<file path="config.mk">
export PLATFORM = sky130hd
export DESIGN_NAME = mem_arbiter_flat
export DESIGN_NICKNAME = d
export VERILOG_FILES = /design/src/rtl/mem_arbiter_if.sv /design/src/rtl/mem_arbiter.sv /design/src/flat_wrapper.sv
export SDC_FILE = /design/constraint.sdc
export NUM_CORES = 1
export LEC_CHECK = 0
export CORE_ASPECT_RATIO = 1.1
export CORE_MARGIN = 2
export CORE_UTILIZATION = 24
export DETAILED_ROUTE_END_ITERATION = 8
export GPL_ROUTABILITY_DRIVEN = 0
export GPL_TIMING_DRIVEN = 1
export PLACE_DENSITY_LB_ADDON = 0.08
export SLEW_MARGIN = 20
export SYNTH_ARGS = -nofsm -noshare
export SYNTH_HDL_FRONTEND = slang
export SYNTH_SLANG_ARGS = --single-unit
export TNS_END_PERCENT = 20
</file>
<file path="constraint.sdc">
create_clock -name clk -period 2 [get_ports clk]
set_input_delay 0.4 -clock clk [delete_from_list [all_inputs] [get_ports clk]]
set_output_delay 0.4 -clock clk [all_outputs]
set_load 0.03 [all_outputs]
</file>
<file path="src/rtl/mem_arbiter_if.sv">
// Bus bundle between the two requesters, the arbiter and the single-port memory.
// The arbiter is the slave side; the requester/memory environment is the master side.
interface mem_arbiter_if #(
    parameter int ADDR_W = 8,
    parameter int DATA_W = 8
);
    logic              req0;
    logic              req1;
    logic              we0;
    logic              we1;
    logic [ADDR_W-1:0] addr0;
    logic [ADDR_W-1:0] addr1;
    logic [DATA_W-1:0] wdata0;
    logic [DATA_W-1:0] wdata1;
    logic              gnt0;
    logic              gnt1;
    logic              rvalid0;
    logic              rvalid1;
    logic [DATA_W-1:0] rdata0;
    logic [DATA_W-1:0] rdata1;
    logic              operation;
    logic [ADDR_W-1:0] memory_address;
    logic [DATA_W-1:0] memory_input;
    logic [DATA_W-1:0] memory_value;
    logic              busy;

    modport slave (
        input  req0, req1, we0, we1, addr0, addr1, wdata0, wdata1, memory_value,
        output gnt0, gnt1, rvalid0, rvalid1, rdata0, rdata1,
               operation, memory_address, memory_input, busy
    );

    modport master (
        output req0, req1, we0, we1, addr0, addr1, wdata0, wdata1, memory_value,
        input  gnt0, gnt1, rvalid0, rvalid1, rdata0, rdata1,
               operation, memory_address, memory_input, busy
    );
endinterface

</file>
<file path="src/rtl/mem_arbiter.sv">
// Two-requester arbiter for a single-port memory with one-cycle read latency.
// The cpu (0) has priority; the loader (1) wins once it has waited STARVE_MAX cycles.
module mem_arbiter #(
    parameter int ADDR_W     = 8,
    parameter int DATA_W     = 8,
    parameter int STARVE_MAX = 3
) (
    input  logic          clk,
    input  logic          reset,
    mem_arbiter_if.slave  bus
);
    // Out-of-range settings are clamped so the 4-bit wait counter can always reach the limit.
    localparam int STARVE_CLAMP = (STARVE_MAX < 1) ? 1 : ((STARVE_MAX > 15) ? 15 : STARVE_MAX);
    localparam logic [3:0] STARVE_LIM = 4'(STARVE_CLAMP);

    logic              gnt0_c;
    logic              gnt1_c;
    logic              op_c;
    logic [ADDR_W-1:0] addr_c;
    logic [DATA_W-1:0] wdata_c;

    logic [3:0]        wait1_q;
    logic [3:0]        wait1_d;
    logic              rsp_valid_q;
    logic              rsp_valid_d;
    logic              rsp_idx_q;
    logic              rsp_idx_d;

    logic              rvalid0_c;
    logic              rvalid1_c;

    // Reset gates the grants directly so every grant-derived output drops without a clock.
    always_comb begin
        gnt0_c = 1'b0;
        gnt1_c = 1'b0;
        if (reset) begin
            if (bus.req1 && (!bus.req0 || (wait1_q == STARVE_LIM))) begin
                gnt1_c = 1'b1;
            end else if (bus.req0) begin
                gnt0_c = 1'b1;
            end
        end
    end

    always_comb begin
        op_c    = 1'b0;
        addr_c  = '0;
        wdata_c = '0;
        if (gnt0_c) begin
            op_c    = bus.we0;
            addr_c  = bus.addr0;
            wdata_c = bus.wdata0;
        end else if (gnt1_c) begin
            op_c    = bus.we1;
            addr_c  = bus.addr1;
            wdata_c = bus.wdata1;
        end
    end

    always_comb begin
        wait1_d = wait1_q;
        if (!bus.req1 || gnt1_c) begin
            wait1_d = 4'd0;
        end else if (wait1_q != STARVE_LIM) begin
            wait1_d = wait1_q + 4'd1;
        end
    end

    // One outstanding read at most: a new grant each cycle simply replaces the previous response.
    always_comb begin
        rsp_valid_d = (gnt0_c && !bus.we0) || (gnt1_c && !bus.we1);
        rsp_idx_d   = gnt1_c;
    end

    always_ff @(posedge clk or negedge reset) begin
        if (!reset) begin
            wait1_q     <= 4'd0;
            rsp_valid_q <= 1'b0;
            rsp_idx_q   <= 1'b0;
        end else begin
            wait1_q     <= wait1_d;
            rsp_valid_q <= rsp_valid_d;
            rsp_idx_q   <= rsp_idx_d;
        end
    end

    always_comb begin
        rvalid0_c = rsp_valid_q && !rsp_idx_q;
        rvalid1_c = rsp_valid_q &&  rsp_idx_q;
    end

    assign bus.gnt0           = gnt0_c;
    assign bus.gnt1           = gnt1_c;
    assign bus.operation      = op_c;
    assign bus.memory_address = addr_c;
    assign bus.memory_input   = wdata_c;
    assign bus.rvalid0        = rvalid0_c;
    assign bus.rvalid1        = rvalid1_c;
    assign bus.rdata0         = rvalid0_c ? bus.memory_value : '0;
    assign bus.rdata1         = rvalid1_c ? bus.memory_value : '0;
    assign bus.busy           = gnt0_c | gnt1_c | rvalid0_c | rvalid1_c;
endmodule

</file>
<file path="src/flat_wrapper.sv">
// flat-port wrapper written by rule: the top's interface ports become plain ports
module mem_arbiter_flat 
#(
    parameter int ADDR_W     = 8,
    parameter int DATA_W     = 8,
    parameter int STARVE_MAX = 3
)
  (clk, reset, bus_req0, bus_req1, bus_we0, bus_we1, bus_addr0, bus_addr1, bus_wdata0, bus_wdata1, bus_memory_value, bus_gnt0, bus_gnt1, bus_rvalid0, bus_rvalid1, bus_rdata0, bus_rdata1, bus_operation, bus_memory_address, bus_memory_input, bus_busy);
  mem_arbiter_if #(.ADDR_W(ADDR_W), .DATA_W(DATA_W)) bus_i ();
  input  logic clk;
  input  logic reset;
  input wire logic [$bits(bus_i.req0)-1:0] bus_req0;
  input wire logic [$bits(bus_i.req1)-1:0] bus_req1;
  input wire logic [$bits(bus_i.we0)-1:0] bus_we0;
  input wire logic [$bits(bus_i.we1)-1:0] bus_we1;
  input wire logic [$bits(bus_i.addr0)-1:0] bus_addr0;
  input wire logic [$bits(bus_i.addr1)-1:0] bus_addr1;
  input wire logic [$bits(bus_i.wdata0)-1:0] bus_wdata0;
  input wire logic [$bits(bus_i.wdata1)-1:0] bus_wdata1;
  input wire logic [$bits(bus_i.memory_value)-1:0] bus_memory_value;
  output wire logic [$bits(bus_i.gnt0)-1:0] bus_gnt0;
  output wire logic [$bits(bus_i.gnt1)-1:0] bus_gnt1;
  output wire logic [$bits(bus_i.rvalid0)-1:0] bus_rvalid0;
  output wire logic [$bits(bus_i.rvalid1)-1:0] bus_rvalid1;
  output wire logic [$bits(bus_i.rdata0)-1:0] bus_rdata0;
  output wire logic [$bits(bus_i.rdata1)-1:0] bus_rdata1;
  output wire logic [$bits(bus_i.operation)-1:0] bus_operation;
  output wire logic [$bits(bus_i.memory_address)-1:0] bus_memory_address;
  output wire logic [$bits(bus_i.memory_input)-1:0] bus_memory_input;
  output wire logic [$bits(bus_i.busy)-1:0] bus_busy;
  assign bus_i.req0 = bus_req0;
  assign bus_i.req1 = bus_req1;
  assign bus_i.we0 = bus_we0;
  assign bus_i.we1 = bus_we1;
  assign bus_i.addr0 = bus_addr0;
  assign bus_i.addr1 = bus_addr1;
  assign bus_i.wdata0 = bus_wdata0;
  assign bus_i.wdata1 = bus_wdata1;
  assign bus_i.memory_value = bus_memory_value;
  assign bus_gnt0 = bus_i.gnt0;
  assign bus_gnt1 = bus_i.gnt1;
  assign bus_rvalid0 = bus_i.rvalid0;
  assign bus_rvalid1 = bus_i.rvalid1;
  assign bus_rdata0 = bus_i.rdata0;
  assign bus_rdata1 = bus_i.rdata1;
  assign bus_operation = bus_i.operation;
  assign bus_memory_address = bus_i.memory_address;
  assign bus_memory_input = bus_i.memory_input;
  assign bus_busy = bus_i.busy;
  mem_arbiter #(.ADDR_W(ADDR_W), .DATA_W(DATA_W), .STARVE_MAX(STARVE_MAX)) u_core (.clk(clk), .reset(reset), .bus(bus_i));
endmodule
</file>
==> results.toml, run 1 <==
[run_status]
status = "finished, violations left"
violations = "negative setup slack"

[floorplan]
start_util = 0.249
die_x_um = 52.1
pin_count = 84
num_rows = 19
die_area_sq_um = 2960
fp.dieH_um = 56.9
core_area_sq_um = 2450

[drt]
dr.pass1.iters = 2
drt-total-wl_um = 2400
final_antenna_net_count = 0
viasPerCell = 4.72
vias = 911
wl_per_cell_um = 12.4
drcViolationCount = 0
drt_iter0_markers = 7

[global_routing]
grt-ovfl-total = 0
grt_pass1_wl_um = 3620
grt_pass1_vias = 946
antenna_found_initial = 0
track_usage = 0.158
grt_max_degree = 15

[sta]
period_share = 1.08
hold_viol_final = 0
rsz0062_at_grt = "true"
tightest_slew_ns = 0.344
timing.final.ws_setup_ns = -0.168
maxSlewHeadroom = 0.768
setup_violations = 18
setup_tns_ns = -2.65
slew_violations = 0
period_needed_ns = 2.17
fmax_ghz = 0.461
skew_ns = 0.00270

[clock_network]
cts_tree = "built"
postCtsHoldBufs = 0
clk_pin_slew_ns = 0.04
htree_levels = 1
clock_sinks = 6
clock_latency_ns = 0.24
cts.root.buffer_cell = "clkbuf_4"
clockBufferDepth = 2
numCtsBuffers = 3

[pwr]
peakVddDrop_mv = 0.202
power_density_nw_per_um2 = 364
leakage_nw = 0.814
power_mw = 0.583

[worst_setup_path]
critical_path.max_stage_delay_ns = 0.38
cp-start-kind = "flip-flop"
cp.buffers_inverters = 2
r2r_slack_ns = 0.44
crit_path_end_kind = "output pin"
required_ns = 1.60
worst_ep_arrival_time_ns = 1.77
critPathKind = "reg -> out"
cp_slowest_cell = "dfrtp_1"
crit_chain = "ha_2, nor3b_4, o211a_4, clkbuf_16, a22o_1, buf_6"
crit_family = "compound AO/OA/AOI/OAI gates"
cp_max_fo = 7

[synth]
syn-num-nets = 116
seq_area_frac_synth = 0.246
post_synth.cell_area_avg_sq_um = 8.85
synth_seq_cells = 6
synth_cell_types = 21
synth.cell_area_sq_um = 611
ys_warn_count = 0
postSynthCellCount = 69

[run]
maxCapViolCount = 0

[finish]
areaGrowthSynthToFinish_pct = 163
mostFrequentLayoutCell = "clkdlybuf4s50_1"
stdcell_count = 193
layout_common_cells = "clkdlybuf4s50_1 (45), buf_4 (29), buf_6 (19)"
final_util = 0.655
drive_above_1_share = 0.383
layout.nets = 211
num_antenna_cells = 0

[place]
pre_cts_ws_ns = -0.254
placedCellCount = 185
place_hpwl_um = 1890
io_buffers = 83

[worst_hold_path]
hold_class = "in -> async"
-- kinds of logic after synthesis --
logic type	after synthesis	share of synthesized area
xor gates and xnor gates	2	0.0287
buffers and inverters	10	0.0943
adders and majority gates	1	0.0205
and+or+nand+nor	27	0.293
AOI/OAI and AO/OA	22	0.299
muxes	1	0.0184
DFF	6	0.246
-- flip-flops by register name, indices dropped and copies added, names as in the netlist --
signal	flops
u_core.rsp_valid_q	1
u_core.wait1_q	4
u_core.rsp_idx_q	1
-- what timing repair did --
| item | in CTS | in global routing |
|---|---|---|
| setup buffers | 3 | 1 |
| cloned | 0 | 1 |
| setup endpoints to repair | 20 | 29 |
| pin swaps | 1 | 19 |
| gates resized for setup | 20 | 8 |
| hold endpoints to repair | 0 | 0 |
-- metal layers --
metal,GRT usage,part of all wire
met1,0.128,0.32
met2,0.322,0.57
met3,0.0479,0.11
met4,0.0714,0.0046
met5,0,0
-- where the power goes --
group / internal, mW / total [mW] / leakage [nW] / switching [mW]
clock network: 0.0675 / 0.106 / 0.0138 / 0.0388
registers: 0.128 / 0.135 / 0.0795 / 0.00711
logic: 0.196 / 0.342 / 0.721 / 0.146
-- per-stage QoR --
| step | area [sq um] | hold WS, ns |
|---|---|---|
| floorplan | 613 | 0.104 |
| global placement | 1420 | 0.703 |
| detailed placement | 1420 | 0.705 |
| CTS | 1540 | 0.540 |
| global route | 1600 | 0.582 |
| finish | 1600 | 0.550 |
-- synth_stat cells --
master / n / share of area
or3_1: 1 / 0.010
ha_1: 1 / 0.020
nand3b_1: 1 / 0.012
dfrtp_1: 6 / 0.25
and2_1: 9 / 0.092
clkbuf_1: 2 / 0.012
a22o_1: 18 / 0.26
buf_2: 1 / 0.0082
nand3_1: 1 / 0.0082
nor2b_1: 1 / 0.010
xnor2_1: 2 / 0.029
nand2_1: 1 / 0.0061
inv_1: 4 / 0.025
buf_6: 2 / 0.037
o211a_1: 1 / 0.016
buf_4: 1 / 0.012
o21ai_0: 2 / 0.016
a21oi_1: 1 / 0.0082
mux2_2: 1 / 0.018
and3_1: 12 / 0.12
nor3b_4: 1 / 0.031
-- final timing paths --
kind                                               startpoint  depth (start not counted)                       endpoint
worst max-delay path            u_core.wait1_q[1]$_DFFE_PN0P_                          6          bus_memory_address[7]
worst min-delay path                                    reset                          2  u_core.wait1_q[1]$_DFFE_PN0P_
worst max register to register  u_core.wait1_q[1]$_DFFE_PN0P_                          5  u_core.wait1_q[1]$_DFFE_PN0P_
worst min register to register  u_core.wait1_q[3]$_DFFE_PN0P_                          2  u_core.wait1_q[3]$_DFFE_PN0P_
max in group asynchronous                               reset                          2   u_core.rsp_valid_q$_DFF_PN0_
min in group clk                u_core.wait1_q[3]$_DFFE_PN0P_                          2  u_core.wait1_q[3]$_DFFE_PN0P_
-- layout make-up --
class	instances	area, sq um
fill	212	845
sequential	6	151
tap	31	38.8
multi-input combinational	53	437
inverter	4	15.0
timing repair buffer	96	940
clock buffer	3	22.5
Power figures use the tool's default switching activity.
==> run 2, diff against run 1 <==
==> constraint.sdc (replaced) <==
create_clock -name clk -period 2.25 [get_ports clk]
set_input_delay 0.45 -clock clk [delete_from_list [all_inputs] [get_ports clk]]
set_output_delay 0.45 -clock clk [all_outputs]
set_load 0.03 [all_outputs]
==> results.toml, run 2 (same netlist as run 1, synthesis figures left out) <==
[run_status]
status = "finished, violations left"
violations = "negative setup slack"

[sta]
tightest_slew_ns = 0.330
slew_violations = 0
period_share = 1.01
worst_hold_slack_ns = 0.391
skew_ns = 0.00406
fmax_ghz = 0.439
setup_tns_ns = -0.207
hold_viol_final = 0
rsz0062_at_grt = "true"
timing.final.ws_setup_ns = -0.0265
period_needed_ns = 2.28
setup_violations = 13
maxSlewHeadroom = 0.780

[finish]
areaGrowthSynthToFinish_pct = 162
largest-register = "u_core.wait1_q"
largest_register_ff_count = 4
drive_above_1_share = 0.248
stdcell_count = 192
layout.nets = 210
mostFrequentLayoutCell = "clkdlybuf4s50_1"
final_util = 0.654
layout_common_cells = "clkdlybuf4s50_1 (63), buf_6 (20), a22o_1 (18)"
reg.largest.list = "u_core.wait1_q (4), u_core.rsp_idx_q (1), u_core.rsp_valid_q (1)"
num_antenna_cells = 0
final.fill_count = 209

[clock_network]
clockBufferDepth = 2
numCtsBuffers = 3
htree_levels = 1
clock_sinks = 6
cts_tree = "built"
postCtsHoldBufs = 0
clk_pin_slew_ns = 0.04
clock_latency_ns = 0.24
cts.root.buffer_cell = "clkbuf_4"

[pwr]
power_density_nw_per_um2 = 322
peakVddDrop_mv = 0.244
leakage_nw = 0.752

[drt]
viasPerCell = 4.63
drcViolationCount = 0
dr.pass1.iters = 4
wl_per_cell_um = 12.3
drt_iter0_markers = 9
drt-total-wl_um = 2370
vias = 889
final_antenna_net_count = 0

[worst_setup_path]
critPathKind = "in -> out"
cp_max_fo = 15
required_ns = 1.80
worst_ep_arrival_time_ns = 1.83
cp.buffers_inverters = 4
rr_startpoint = "u_core.wait1_q[0]$_DFFE_PN0P_"
cp_slowest_cell = "clkdlybuf4s50_1"
critical_path.max_stage_delay_ns = 0.49
rr_worst_depth = 5
crit_family = "buffers and inverters"
cp-start-kind = "primary input"
crit_path_end_kind = "output pin"
crit_chain = "clkdlybuf4s50_1, inv_1, o211a_1, buf_12, a22o_1, buf_6"
r2r_slack_ns = 0.70
r2r-end = "u_core.wait1_q[1]$_DFFE_PN0P_"

[place]
pre_cts_ws_ns = -0.0184
place_hpwl_um = 1940
io_buffers = 83
placedCellCount = 184

[floorplan]
num_rows = 19
start_util = 0.249
pin_count = 84
fp.dieH_um = 56.9
die_x_um = 52.1
die_area_sq_um = 2960
core_area_sq_um = 2450

[global_routing]
grt_pass1_wl_um = 3800
grt_max_degree = 16
grt-ovfl-total = 0
track_usage = 0.168
grt_pass1_vias = 929
antenna_found_initial = 0

[run]
maxCapViolCount = 0

[worst_hold_path]
hold_class = "in -> async"
[run 2: changes by cell type in the layout (fill, tap and decap cells not counted), sizes merged]
cell           before  now
clkbuf              4    3
dlymetal6s2s        1    0
clkdlybuf4s50      45   63
buf                49   32
[run 2: report_power, final]
part           switching, mW  leakage [nW]  internal, mW
sequential           0.00397        0.0809         0.114
combinational          0.129         0.657         0.170
clock                 0.0385        0.0138        0.0603
[run 2: per-stage QoR]
stage               area [sq um]  power (mW)
finish                      1600       0.516
global route                1600       0.543
CTS                         1570       0.514
detailed placement          1450       0.390
global placement            1450       0.387
floorplan                    611       0.242
[run 2: worst max path at each step]
stage	from	endpoint	slack [ns]	depth (start not counted)
4_1_cts	u_core.wait1_q[0]$_DFFE_PN0P_	bus_busy	-0.005	6
2_1_floorplan	u_core.wait1_q[0]$_DFFE_PN0P_	bus_memory_address[5]	0.19	5
6_report	bus_req0	bus_memory_input[6]	-0.03	6
3_5_place_dp	bus_req0	bus_memory_input[7]	-0.02	6
5_1_grt	bus_req0	bus_memory_input[1]	-0.06	6
3_3_place_gp	bus_req0	bus_operation	-0.004	6
[run 2: repair_timing]
| item | in CTS | in global routing |
|---|---|---|
| setup buffers | 4 | 1 |
| resized for setup | 17 | 7 |
| pin swaps | 2 | 11 |
| setup endpoints to repair | 26 | 26 |
[run 2: cell type report]
type                       instances  area [sq um]  area share
tap                               31          38.8      0.0242
multi-input combinational         53           417       0.260
inverter                           4          15.0     0.00937
sequential                         6           150      0.0937
timing repair buffer              95           958       0.598
clock buffer                       3          22.5      0.0141
[run 2: layer usage]
metal / vias to the layer above / GRT usage / wire length, um
li1: 443 / - / -
met1: 396 / 0.154 / 787
met2: 48 / 0.331 / 1340
met3: 2 / 0.0346 / 211
met4: 0 / 0.0827 / 29
met5: - / 0 / 0
[run 2: worst reg2reg max path, stage by stage, from the launching register on]
cell and delay, ns:
dfrtp_1 0.36, ha_2 0.19, nor3b_4 0.25, buf_4 0.17, mux2_2 0.31, and3_1 0.17
